[src/rtl/rv_fetch_pkg.sv]
// Shared types and constants for the RV32I instruction-fetch front end.
package rv_fetch_pkg;

  localparam int              PC_W             = 32;
  localparam logic [PC_W-1:0] RESET_PC_DEFAULT = 32'h0000_0000;
  localparam logic [31:0]     NOP_INSN         = 32'h0000_0013;

  typedef struct packed {
    logic [PC_W-1:0] pc;
    logic [31:0]     insn;
    logic            trap;
  } fetch_entry_t;

endpackage

[src/rtl/rv_fetch_fifo.sv]
// Prefetch queue: DEPTH-entry synchronous FIFO of fetch entries.
// Flush beats push and pop; the head reads as all-zero while the queue is empty.
module rv_fetch_fifo
  import rv_fetch_pkg::*;
#(
  parameter int DEPTH = 4
) (
  input  logic                   clk,
  input  logic                   reset,
  input  logic                   push,
  input  fetch_entry_t           push_entry,
  input  logic                   pop,
  input  logic                   flush,
  output fetch_entry_t           head,
  output logic [$clog2(DEPTH):0] level
);

  localparam int               PTR_W = $clog2(DEPTH);
  localparam int               LVL_W = PTR_W + 1;
  localparam logic [LVL_W-1:0] FULL  = LVL_W'(DEPTH);

  fetch_entry_t     mem_q [DEPTH];
  fetch_entry_t     mem_d [DEPTH];
  logic [PTR_W-1:0] rd_ptr_q, rd_ptr_d;
  logic [PTR_W-1:0] wr_ptr_q, wr_ptr_d;
  logic [LVL_W-1:0] level_q, level_d;
  logic             do_push, do_pop;

  // Next-state for storage, pointers and occupancy.
  always_comb begin
    mem_d    = mem_q;
    rd_ptr_d = rd_ptr_q;
    wr_ptr_d = wr_ptr_q;
    level_d  = level_q;
    do_pop   = pop && (level_q != '0);
    do_push  = push && ((level_q != FULL) || do_pop);
    if (flush) begin
      rd_ptr_d = '0;
      wr_ptr_d = '0;
      level_d  = '0;
    end else begin
      if (do_push) begin
        mem_d[wr_ptr_q] = push_entry;
        wr_ptr_d        = wr_ptr_q + PTR_W'(1);
      end else begin
        wr_ptr_d = wr_ptr_q;
      end
      if (do_pop) begin
        rd_ptr_d = rd_ptr_q + PTR_W'(1);
      end else begin
        rd_ptr_d = rd_ptr_q;
      end
      level_d = level_q + LVL_W'(do_push) - LVL_W'(do_pop);
    end
  end

  // Entry storage needs no reset: the head is masked while level is zero.
  always_ff @(posedge clk) begin
    mem_q <= mem_d;
  end

  // Pointer and occupancy registers.
  always_ff @(posedge clk) begin
    if (reset) begin
      rd_ptr_q <= '0;
      wr_ptr_q <= '0;
      level_q  <= '0;
    end else begin
      rd_ptr_q <= rd_ptr_d;
      wr_ptr_q <= wr_ptr_d;
      level_q  <= level_d;
    end
  end

  assign head  = (level_q != '0) ? mem_q[rd_ptr_q] : '0;
  assign level = level_q;

endmodule

[src/rtl/rv_fetch_unit.sv]
// Fetch-PC sequencer: issues word requests, tracks the single inflight response and feeds the prefetch queue.
// Optional feature macro FETCH_MISALIGN_TRAP_EN: misaligned redirects enqueue a trap entry and halt fetch.
module rv_fetch_unit
  import rv_fetch_pkg::*;
#(
  parameter int              XLEN     = 32,
  parameter logic [XLEN-1:0] RESET_PC = XLEN'(RESET_PC_DEFAULT),
  parameter int              DEPTH    = 4,
  parameter int              ADDR_W   = 12
) (
  input  logic                   clk,
  input  logic                   reset,
  output logic                   imem_req,
  output logic [ADDR_W-1:0]      imem_addr,
  input  logic                   imem_rvalid,
  input  logic [31:0]            imem_rdata,
  input  logic                   redirect_valid,
  input  logic [XLEN-1:0]        redirect_pc,
  output logic                   if_valid,
  input  logic                   if_ready,
  output logic [31:0]            if_insn,
  output logic [XLEN-1:0]        if_pc,
  output logic                   if_trap,
  output logic [$clog2(DEPTH):0] level
);

  localparam int             LVL_W = $clog2(DEPTH) + 1;
  localparam logic [LVL_W:0] CAP   = (LVL_W + 1)'(DEPTH);

  logic [XLEN-1:0] fetch_pc_q, fetch_pc_d;
  logic [XLEN-1:0] inflight_pc_q, inflight_pc_d;
  logic            inflight_q, inflight_d;
  logic            halted, trap_pend;
  logic            pop, push;
  logic [LVL_W:0]  occupancy;
  fetch_entry_t    push_entry, head;

`ifdef FETCH_MISALIGN_TRAP_EN
  logic halted_q, halted_d;
  logic trap_pend_q, trap_pend_d;
  assign halted    = halted_q;
  assign trap_pend = trap_pend_q;
`else
  assign halted    = 1'b0;
  assign trap_pend = 1'b0;
`endif

  assign if_valid  = (level != '0);
  assign pop       = if_valid && if_ready;
  // Slots already promised: current entries, minus the one leaving, plus the response on its way.
  assign occupancy = {1'b0, level} - (LVL_W + 1)'(pop) + (LVL_W + 1)'(inflight_q);
  assign imem_req  = !reset && !redirect_valid && !halted && (occupancy < CAP);
  assign imem_addr = fetch_pc_q[ADDR_W+1:2];

  // Fetch PC, inflight tracking and halt state; a redirect leaves nothing inflight, killing any stale response.
  always_comb begin
    fetch_pc_d    = fetch_pc_q;
    inflight_d    = 1'b0;
    inflight_pc_d = inflight_pc_q;
`ifdef FETCH_MISALIGN_TRAP_EN
    halted_d      = halted_q;
    trap_pend_d   = 1'b0;
`endif
    if (redirect_valid) begin
`ifdef FETCH_MISALIGN_TRAP_EN
      fetch_pc_d  = redirect_pc;
      halted_d    = (redirect_pc[1:0] != 2'b00);
      trap_pend_d = (redirect_pc[1:0] != 2'b00);
`else
      fetch_pc_d  = redirect_pc & ~XLEN'(2'b11);
`endif
    end else if (imem_req) begin
      fetch_pc_d    = fetch_pc_q + XLEN'(4);
      inflight_d    = 1'b1;
      inflight_pc_d = fetch_pc_q;
    end else begin
      fetch_pc_d = fetch_pc_q;
    end
  end

  // Queue push source: a pending trap entry, else a live memory response.
  always_comb begin
    push       = 1'b0;
    push_entry = '0;
    if (trap_pend) begin
      push            = 1'b1;
      push_entry.pc   = PC_W'(fetch_pc_q);
      push_entry.insn = 32'h0000_0000;
      push_entry.trap = 1'b1;
    end else if (imem_rvalid && inflight_q) begin
      push            = 1'b1;
      push_entry.pc   = PC_W'(inflight_pc_q);
      push_entry.insn = imem_rdata;
      push_entry.trap = 1'b0;
    end else begin
      push = 1'b0;
    end
  end

  // Sequencer registers.
  always_ff @(posedge clk) begin
    if (reset) begin
      fetch_pc_q    <= RESET_PC;
      inflight_q    <= 1'b0;
      inflight_pc_q <= '0;
    end else begin
      fetch_pc_q    <= fetch_pc_d;
      inflight_q    <= inflight_d;
      inflight_pc_q <= inflight_pc_d;
    end
  end

`ifdef FETCH_MISALIGN_TRAP_EN
  // Halt flag and one-shot trap enqueue request.
  always_ff @(posedge clk) begin
    if (reset) begin
      halted_q    <= 1'b0;
      trap_pend_q <= 1'b0;
    end else begin
      halted_q    <= halted_d;
      trap_pend_q <= trap_pend_d;
    end
  end
`endif

  rv_fetch_fifo #(
    .DEPTH(DEPTH)
  ) u_fifo (
    .clk       (clk),
    .reset     (reset),
    .push      (push),
    .push_entry(push_entry),
    .pop       (pop),
    .flush     (redirect_valid),
    .head      (head),
    .level     (level)
  );

  assign if_insn = head.insn;
  assign if_pc   = XLEN'(head.pc);
  assign if_trap = head.trap;

endmodule
[config.mk]
export PLATFORM = sky130hd
export DESIGN_NAME = rv_fetch_unit
export DESIGN_NICKNAME = d
export VERILOG_FILES = /design/src/rtl/rv_fetch_pkg.sv /design/src/rtl/rv_fetch_fifo.sv /design/src/rtl/rv_fetch_unit.sv
export SDC_FILE = /design/constraint.sdc
export NUM_CORES = 1
export LEC_CHECK = 0
export CAP_MARGIN = 20
export CORE_MARGIN = 1.5
export CORE_UTILIZATION = 56
export CTS_CLUSTER_SIZE = 25
export DETAILED_ROUTE_END_ITERATION = 8
export GPL_TIMING_DRIVEN = 0
export PLACE_DENSITY = 0.8
export SLEW_MARGIN = 20
export SYNTH_ARGS = -nofsm -noshare
export SYNTH_HDL_FRONTEND = slang
export SYNTH_SLANG_ARGS = --single-unit
[constraint.sdc]
create_clock -name clk -period 6.35 [get_ports clk]
set_input_delay 1.905 -clock clk [delete_from_list [all_inputs] [get_ports clk]]
set_output_delay 1.905 -clock clk [all_outputs]
set_load 0.01 [all_outputs]
==> results.sh <==
export IMPL_antenna_found_initial=0
export IMPL_syn_to_final_growth_pct=22.78
export IMPL_cts_sinks=316
export IMPL_clk_pin_slew_ns=0.06
export IMPL_timing_rr_end="fetch_pc_q[17]"
export IMPL_timing_critical_path_mode_cell="ha_1"
export IMPL_synthFlopType="edfxtp_1"
export IMPL_io_buffers=143
export IMPL_num_antenna_cells=0
export IMPL_post_route_min_period_ns=6.247
export IMPL_power_density_nw_per_um2=281.5
export IMPL_cts_max_level=1
export IMPL_ant_nets=0
export IMPL_std_cell_rows=56
export IMPL_num_io_pins=151
export IMPL_crit_buf_inv=4
export IMPL_ys_seq_elements=316
export IMPL_r2r_cells=12
export IMPL_synth_area_um2=13230
export IMPL_end_kind="output pin"
export IMPL_dieArea_um2=24550
export IMPL_skew_ns=0.01752
export IMPL_synthesis_instances=849
export IMPL_ys_seq_area_share_pct=66.60
export IMPL_place_ws_ns=-0.7477
export IMPL_synthAdderAreaFrac_pct=1.003
export IMPL_synth_compound_area_share_pct=4.257
export IMPL_drt_iter0_markers=581
export IMPL_hold_class="flip-flop to flip-flop"
export IMPL_gp_congestion=0.8654
export IMPL_die_w_um=156.7
export IMPL_num_vias=7809
export IMPL_vias_per_cell=5.671
export IMPL_cts_buffers=30
export IMPL_slew_headroom_pct=42.48
export IMPL_initial_core_util_pct=56.69
export IMPL_die_h_um=156.7
export IMPL_detail_route_wl_per_cell_um=19.91
export IMPL_synth_cell_types=52
export IMPL_grt_overflow_total=0
export IMPL_rsz0062_at_grt="no"
export IMPL_synth_top_family_by_area="multiplexers"
export IMPL_avgSynthCellArea_um2=15.58
export IMPL_hpwl_mm=17.85
export IMPL_hold_worst_slack_ns=0.4870
export IMPL_placed_area_um2=15160
export IMPL_final_area_um2=16240
export IMPL_endpoint="imem_req"
export IMPL_grt_pass1_wl_mm=43.28
export IMPL_root_buffer="clkbuf_16"
export IMPL_worst_setup_path_start_kind="primary input"
export IMPL_clock_latency_ns=0.54
export IMPL_maxCapViolCount=0
export IMPL_crit_family="buffers and inverters"
export IMPL_synth_mux_area_share_pct=13.05
export IMPL_hold_path_cell_count=2
export IMPL_cp_max_fo=3
export IMPL_route_detailed_drc=0
export IMPL_worst_path_largest_cell_delay_ns=0.52
export IMPL_grt_max_degree=37
export IMPL_grt_use_total_pct=23.07
export IMPL_synthArstFlopShare_pct=0
export IMPL_finalCritPeriodShare_pct=98.38
export IMPL_cts_buffer_depth=3
export IMPL_path_cells="clkdlybuf4s50_1 > and2_4 > ha_1 > inv_1 > ha_1 > and3b_1 > or4_4 > a21oi_4 > buf_8 > clkdlybuf4s15_2"
export IMPL_synth_simple_area_share_pct=10.65
export IMPL_worstHoldStart="inflight_pc_q[23]"
export IMPL_dr_pass1_iters=5
export IMPL_r2r_start="u_fifo.level[1]"
export IMPL_cts_tree="yes"
export IMPL_core_area_um2=23330
export IMPL_path_class="primary input to output pin"
export IMPL_ir_drop_mv=0.2094
export IMPL_setup_viol=0
export IMPL_synth_xor_area_share_pct=1.391
export IMPL_num_nets_final=1113
export IMPL_arrival_ns=4.34
export IMPL_drive_above_1_share_pct=15.22
export IMPL_setup_ws_ns=0.1031
export IMPL_slowest_stage="clkdlybuf4s50_1"
export IMPL_final_cell_count_no_fill=1377
export IMPL_crit_cells=10
export IMPL_hold_violations=0
export IMPL_fillerInstances=1572
export IMPL_grt_pass1_vias=7891
export IMPL_status="completed"
export IMPL_rrSetupSlack_ns=2.49
export IMPL_critPathRequiredTime_ns=4.45
export IMPL_max_freq_mhz=160.1
export IMPL_startpoint="if_ready"
export IMPL_worst_pin_slew_ns=0.8628
export IMPL_drt_wl_total_mm=27.42
export IMPL_maxSlewViolCount=0
export IMPL_synth_edff_count=248
export IMPL_ctsHoldBuffers=0
export IMPL_yosysWarnings=0
export IMPL_place_inst=1317
export IMPL_leakage_uw=0.005409
[worst register-to-register path, stage by stage (launching register included)]
cell	delay (ns)
dfxtp_1	0.43
or3_1	0.14
clkbuf_1	0.57
and2_4	0.29
ha_1	0.16
inv_1	0.07
ha_1	0.26
and3b_1	0.19
or4_4	0.52
buf_4	0.23
a21o_1	0.26
or4_1	0.42
a311oi_1	0.25
[where the power goes]
group	switching, µW	internal (µW)
sequential	37.2	2250
clock	717	1110
combinational	213	240
total	966	3600
[repair_timing]
action,4_1_cts,5_1_grt
hold endpoints to repair,0,0
pin swaps,2,3
setup endpoints to repair,1,1
buffers inserted,4,1
gates resized for setup,8,0
[how the worst min path moves through the flow]
stage	endpoint	slack (ns)
finish	inflight_pc_q[23]	0.49
global route	inflight_pc_q[9]	0.51
CTS	inflight_pc_q[23]	0.49
detailed placement	inflight_pc_q[23]	0.47
global placement	inflight_pc_q[9]	0.46
floorplan	inflight_pc_q[10]	0.45
[layout by cell type, fill, tap and decap left out, types with 6 or more instances in the layout]
cell,instances
clkbuf_1,51
buf_4,23
o21bai_1,7
inv_1,12
dfxtp_1,68
a311oi_1,6
nand3_1,12
xnor2_1,19
ha_1,9
mux2i_1,33
clkbuf_16,31
a211oi_1,12
a21oi_1,10
and3_1,65
nor2_1,58
buf_1,6
and2_1,65
nand2_1,17
edfxtp_1,248
clkdlybuf4s50_1,142
mux4_2,62
[routing by layer]
| metal | up-vias | GRT usage [%] | part of all wire, % |
|---|---|---|---|
| li1 | 3620 | - | - |
| met1 | 3875 | 30.96 | 42 |
| met2 | 284 | 40.08 | 50 |
| met3 | 30 | 3.268 | 6.5 |
| met4 | 0 | 5.533 | 1.3 |
| met5 | - | 0 | 0 |
[layout make-up]
| type | instances | area [µm²] | area share (%) |
|---|---|---|---|
| clock inverters | 11 | 151.4 | 0.9323 |
| well taps | 319 | 399.1 | 2.458 |
| repair buffers | 152 | 1550 | 9.546 |
| inverters | 13 | 48.80 | 0.3005 |
| multi-input cells | 450 | 4056 | 24.98 |
| clock buffers | 45 | 875.8 | 5.393 |
| plain buffers | 71 | 349.1 | 2.150 |
| flip-flops and latches | 316 | 8808 | 54.24 |
[synth_stat cells, types with 2 or more instances]
cell type	count	area, µm²
and3_1	69	431.7
clkbuf_1	43	161.4
a311oi_1	6	52.55
nand2_1	17	63.81
a211oi_2	5	62.56
or3_1	5	31.28
buf_4	18	135.1
nand4_1	5	31.28
and2_1	66	412.9
or4_1	4	30.03
a211oi_1	12	90.09
xor2_1	2	17.52
o31a_1	2	17.52
a21oi_1	10	50.05
buf_2	4	20.02
nand3_1	12	60.06
dfxtp_1	68	1361
inv_1	12	45.04
or4_4	2	22.52
o22ai_1	4	25.02
o21bai_1	7	52.55
nor2_1	58	217.7
and4_1	2	17.52
a21o_1	2	15.01
nor3_1	2	10.01
xnor2_1	19	166.4
edfxtp_1	248	7447
o31ai_1	4	30.03
mux2i_1	33	330.3
a211o_1	2	17.52
a31oi_1	4	25.02
o21ai_0	4	20.02
a2111oi_2	4	60.06
nor4_1	2	12.51
ha_1	9	112.6
mux4_2	62	1396
buf_1	6	22.52
[stage by stage]
stage	setup TNS [ns]	util, %	total power [µW]
finish	0	69.60	4571
floorplan	0	-	2559
global placement	-0.7358	64.56	2767
CTS	0	69.57	4598
global route	0	69.60	4714
detailed placement	-0.7477	64.99	2778
[registers in the layout (all words and copies together), names as in the netlist]
register,cells
fetch_pc_q,30
u_fifo.rd_ptr_q,2
u_fifo.wr_ptr_q,2
inflight_pc_q,30
inflight_q,1
u_fifo.mem_q,248
u_fifo.level,3
[logic make-up after synthesis]
group                    after synthesis
multiplexers                          95
adder cells (fa/ha/maj)               10
XOR/XNOR                              21
AND/OR/NAND/NOR                      250
other                                  1
AO/OA/AOI/OAI                         71
flip-flops                           316
buffers and inverters                 85
Note: power is estimated with default switching activity, not from simulation.
